$ cat src/rtl/shiftreg_univ.sv
// Universal shift register with a load handshake: serialises a loaded word LANES bits per beat
// (left/right, shift/rotate) and captures the incoming lanes as a parallel word.
module shiftreg_univ #(
  parameter int unsigned WIDTH = 8,
  parameter int unsigned LANES = 1
) (
  input  logic             clk,
  input  logic             rst,
  input  logic             i_load_valid,
  output logic             o_load_ready,
  input  logic [WIDTH-1:0] i_load_data,
  input  logic             i_dir,
  input  logic             i_rot,
  input  logic             i_ser_en,
  input  logic [LANES-1:0] i_ser,
  output logic [LANES-1:0] o_ser,
  output logic             o_ser_valid,
  output logic [WIDTH-1:0] o_par,
  output logic             o_par_valid,
  output logic             o_busy
);

  localparam int unsigned N    = WIDTH / LANES;
  localparam int unsigned CntW = $clog2(N + 1);

  typedef enum logic [1:0] {
    StIdle,
    StShift,
    StDone
  } state_e;

  state_e           state_q, state_d;
  logic [WIDTH-1:0] r_q, r_d;
  logic [CntW-1:0]  cnt_q, cnt_d;
  logic             dir_q, dir_d;
  logic             rot_q, rot_d;

  logic             load_fire;
  logic [LANES-1:0] beat_out;
  logic [LANES-1:0] fill;

  assign o_load_ready = (state_q == StIdle) || (state_q == StDone);
  assign load_fire    = i_load_valid && o_load_ready;

  // Outgoing slice depends only on the latched direction, never on the live i_dir.
  assign beat_out = dir_q ? r_q[LANES-1:0] : r_q[WIDTH-1 -: LANES];
  assign fill     = rot_q ? beat_out : i_ser;

  assign o_ser_valid = (state_q == StShift);
  assign o_ser       = o_ser_valid ? beat_out : '0;
  assign o_par       = r_q;
  assign o_par_valid = (state_q == StDone);
  assign o_busy      = (state_q != StIdle);

  always_comb begin
    state_d = state_q;
    r_d     = r_q;
    cnt_d   = cnt_q;
    dir_d   = dir_q;
    rot_d   = rot_q;

    case (state_q)
      StIdle, StDone: begin
        if (load_fire) begin
          r_d     = i_load_data;
          dir_d   = i_dir;
          rot_d   = i_rot;
          cnt_d   = CntW'(N);
          state_d = StShift;
        end else begin
          state_d = StIdle;
        end
      end

      StShift: begin
        if (i_ser_en) begin
          if (dir_q) begin
            r_d = {fill, r_q[WIDTH-1:LANES]};
          end else begin
            r_d = {r_q[WIDTH-LANES-1:0], fill};
          end
          cnt_d = cnt_q - CntW'(1);
          if (cnt_q == CntW'(1)) begin
            state_d = StDone;
          end
        end
      end

      default: begin
        state_d = StIdle;
      end
    endcase
  end

  always_ff @(posedge clk) begin
    if (rst) begin
      state_q <= StIdle;
      r_q     <= '0;
      cnt_q   <= '0;
      dir_q   <= 1'b0;
      rot_q   <= 1'b0;
    end else begin
      state_q <= state_d;
      r_q     <= r_d;
      cnt_q   <= cnt_d;
      dir_q   <= dir_d;
      rot_q   <= rot_d;
    end
  end

endmodule

$ cat config.mk
export PLATFORM = sky130hd
export DESIGN_NAME = shiftreg_univ
export DESIGN_NICKNAME = d
export VERILOG_FILES = /design/src/rtl/shiftreg_univ.sv
export SDC_FILE = /design/constraint.sdc
export NUM_CORES = 1
export LEC_CHECK = 0
export ABC_AREA = 1
export ABC_CLOCK_PERIOD_IN_PS = 1500
export BUFFER_PORTS_ARGS = -buffer_cell sky130_fd_sc_hd__buf_2
export CORE_UTILIZATION = 35
export DETAILED_ROUTE_END_ITERATION = 10
export PLACE_DENSITY_LB_ADDON = 0.08
export SYNTH_ARGS = -nofsm -noshare
export SYNTH_HDL_FRONTEND = slang
export SYNTH_SLANG_ARGS = --single-unit
$ cat constraint.sdc
create_clock -name clk -period 1.5 [get_ports clk]
set_clock_uncertainty 0.1 [all_clocks]
set_input_delay 0.075 -clock clk [delete_from_list [all_inputs] [get_ports clk]]
set_output_delay 0.075 -clock clk [all_outputs]
set_load 0.02 [all_outputs]
After elaboration in Yosys (flattened, before gate mapping) --
Cells that the tools add are included. W data, S select, Z words.
Storage, ports and cells: flip-flop bits (word level) 16, output and inout port bits 13, word-level logic and storage cells 35
Cells by class: equal/unequal tests 6, $add $sub $neg 1, mux-type cells 14, reduce and logical (&&, ||, !) cells 9
Operators with widths (number):
- $mux W8 | 3
- $pmux W8 S2 | 1
- $mux W4 | 2
- $pmux W4 S2 | 1
- $eq A4 B1 Y1 const B | 1
- $mux W1 | 4
- $mux W2 | 2
- $ne A2 B2 Y1 const B | 2
- $pmux W2 S2 | 1
- $reduce_and A2 Y1 | 2
- $reduce_bool A2 Y1 | 2
- $sub A4 B1 Y4 const B | 1
- $reduce_and A3 Y1 | 1
- $eq A2 B1 Y1 const B | 1
- $eq A2 B2 Y1 const B | 1
- $logic_not A2 Y1 | 1
- $ne A2 B1 Y1 const B | 1
- $reduce_or A2 Y1 | 1
- $logic_and A1 B1 Y1 | 1
- $logic_or A1 B1 Y1 | 1

Longest topological paths before layout --
depth after elaboration 5, mapped depth 8

Worst setup path before layout --
Ideal clock, no wire load.
path type reg2reg, from register state_q[0], to register r_q[2] (netlist: o_par[2]), required time 1285 ps, stages on the path, launching flop included 8, arrival 971 ps, buffers on the path 1, setup slack 314 ps, path through dfxtp_1 inv_2 nand2_4 nand2_4 buf_8 nand2_2 a21oi_1 nor2_1
Between the ends: word-level cells in the longest chain between the ends 5, elaborated cells on any way between the ends 11
RTL lines:
- from (decl) | RTL line 32 | state_e state_q, state_d;
- from (signal assigned) | RTL line 97 | state_q <= StIdle;
- from (signal assigned) | RTL line 103 | state_q <= state_d;
- $eq A2 B2 Y1 or $logic_not A2 Y1 (tied branches) | RTL line 42 | assign o_load_ready = (state_q == StIdle) || (state_q == StDone);
- $logic_or A1 B1 Y1 (*) | RTL line 42
- via o_load_ready | RTL line 10 | output logic o_load_ready,
- $logic_and A1 B1 Y1 (*) | RTL line 43 | assign load_fire = i_load_valid && o_load_ready;
- $ne A2 B2 Y1 (no source line) (*)
- $reduce_and A3 Y1 (no source line) (*)
- to (signal assigned) | RTL line 104 | r_q <= r_d;
- to (decl) | RTL line 33 | logic [WIDTH-1:0] r_q, r_d;
The timed path passes the listed nets; every way through them passes the cells marked *. A chain may end at the register's enable or synchronous reset.

Worst setup path after layout --
from register state_q[1], to output o_ser_valid
Between the ends: word-level cells in the longest chain between the ends 1
RTL lines:
- $eq A2 B1 Y1 | RTL line 49 | assign o_ser_valid = (state_q == StShift);
- to (decl) | RTL line 17 | output logic o_ser_valid,
No other way between the ends.

==> metrics.txt <==
Pwr Total 1150 uW; I/O pin cnt 28; CTS root buffer clkbuf_4; WP data required around 1.3 ns; Horiz. Die Dim 52.6 microns; crit end category output pin; initial antenna violation count 0; CTS sink cnt 16; Yosys warning total 0; clock slew at reported path FFs approximately 0.10 ns; # rows 17; CP Launch Type flop; drt drc 0; Max Slew Vio Count 0; ys async rst share 0%; Synth top area share a little over a third; top cells by count, synth 32 x nand2_1, 18 x inv_1, 16 x dfxtp_1, 11 x nor2_1; final setup fails 0; CTS tree built; first-pass GRT wire length 3530 microns; total core area roughly 2300 sq um; power density cells between 900 and 1000 nW/um^2; Mapped Nets between 100 and 150; WL/cell between 10 and 15 microns; # port buffers 27; Post-synth EDFFs 0; initial DRC count 13; die height 52.6 microns; Final Hold Viols 0; largest net degree at the start of global routing 19; TritonRoute pass-1 iters 6; worst vdd ir about 0.57 mV; count leader, synth nand2_1; cell area after synthesis about 900 sq um; Synth Area in Adders 2.79%; GRT Total Usage between 10% and 20%; Via Count slightly above 900; H-tree depth reported by CTS 1; vias in the first global route about 840; Min Clock Period, post-route ~1.4 ns; Die ar. 2770 sq um; mux share of post-synthesis cell area under 10%; Arrival @ worst endpoint ~1.2 ns; antenna-violating nets left 0; Clock Latency Late Sink around 0.29 ns; FF-to-FF setup slack ~0.27 ns; Seq/Total Area, Yosys 35.8%; largest area contributor in the netlist dfxtp_1; Max Cap Viol 0; Mapped Cells about 130; post-synthesis compound-gate area fraction between 15 and 20%; Mapped Avg Cell Area about 6.8 sq um; Simple-Gate Fraction of Synth Area 31.0%; P&R area growth vs syn 30.7%; top post-synthesis cells by area dfxtp_1 36%, nand2_1 13%, inv_1 7.5%, nand3_1 5.0%, o21ai_0 5.0%; Num CTS Buffers 3; Post-CTS Setup Inserts 0; CTS max path bufs 2; period utilization 91.8%; worst hold margin about 0.017 ns; status finished, final reports clean; post-synthesis xor/xnor area fraction 0%; Post-synth top flop dfxtp_1; Final #Nets 187; worst relative slew slack around 77%; RSZ-0062 raised after global routing no; #FFs+latches synth 16; LEAKAGE 0.000571 uW; largest family of logic cells by synthesized area simple AND/OR/NAND/NOR gates; Routability Congestion 0.769; FMAX about 0.73 GHz; Total Wirelength roughly 2200 microns; Crit Path Class reg2out; post-DR vias/cell around 4.7; HP Class in2reg; HPWL after DPL between 1500 and 2000 microns; worst-path fanout max 7; total grt overflow 0; worst slew pin tran 0.340 ns; Initial Util about two fifths; layout cells sized above 1 a little over a quarter; Setup TNS Final 0 ns; post-synth cell types 25; Inserted Diodes 0
-- repair_timing --
item | 4_1_cts | 5_1_grt
setup endpoints to repair | 1 | 2
hold buffers | 8 | 0
resized for setup | 1 | 4
hold endpoints to repair | 10 | 0
-- sequential cells by signal (all words and copies together), names as in the netlist --
register and flops:
cnt_q 4, dir_q 1, o_par 8, rot_q 1, state_q 2
-- cell type report --
type                       instances  area, sq um
multi-input combinational         91          465
fill                             233         1150
sequential                        16          325
clock buffer                       4         36.3
inverter                          21         78.8
tap                               28         35.0
timing repair buffer              37          230
-- layout by cell type (no fill, tap or decap) --
cell / n
buf_4: 2
dfxtp_1: 14
inv_1: 17
o21a_1: 1
nand4_1: 1
clkbuf_4: 3
inv_2: 3
clkinv_1: 1
a21oi_1: 8
ha_1: 2
dfxtp_4: 1
nor3_2: 1
buf_2: 27
clkbuf_8: 1
o21ai_1: 5
dfxtp_2: 1
nand3_2: 1
mux2i_1: 1
nand3_1: 9
nor3_1: 2
o2111ai_1: 1
dlygate4sd3_1: 8
nand2_1: 31
o21ai_0: 9
o211ai_1: 2
a21oi_2: 1
nand2_2: 3
nor2_1: 11
nand2_4: 2
-- worst paths after layout --
check / from / end / depth (start not counted)
setup / recovery: state_q[1] / o_ser_valid / 5
hold / removal: i_load_data[2] / o_par[2] / 5
setup reg to reg: state_q[0] / o_par[4] / 6
hold reg to reg: rot_q / rot_q / 2
-- stage by stage --
stage	util, %	area, sq um	instances	setup WS [ns]
after global placement	45.2	1050	185	0.265
final	50.5	1170	197	0.122
after CTS	50.3	1170	197	0.00646
after floorplan	-	896	131	0.314
after detailed placement	45.2	1050	185	0.242
after global routing	50.5	1170	197	0.0244
-- cells by family after synthesis --
kind of cell / count (synthesis)
compound gates: 27
fa+ha+maj: 2
buf+inv: 24
flops: 16
mux: 1
simple gates: 61
-- per-layer routing --
| layer | routed length [microns] | global-route usage, % |
|---|---|---|
| met5 | 0 | 0 |
| met4 | 14 | 9.21 |
| met3 | 48 | 3.19 |
| met2 | 1010 | 28.1 |
| met1 | 1120 | 22.8 |
-- critical path, stage by stage, from the launching register on --
cell	delay (ns)
dfxtp_1	0.32
inv_2	0.08
nand2_2	0.09
buf_4	0.18
inv_2	0.08
buf_2	0.16
-- where the power goes --
group | switching [uW] | internal (uW)
logic | 216 | 133
registers | 37.7 | 468
clock network | 145 | 148
total | 398 | 749
Power figures use the tool's default switching activity.
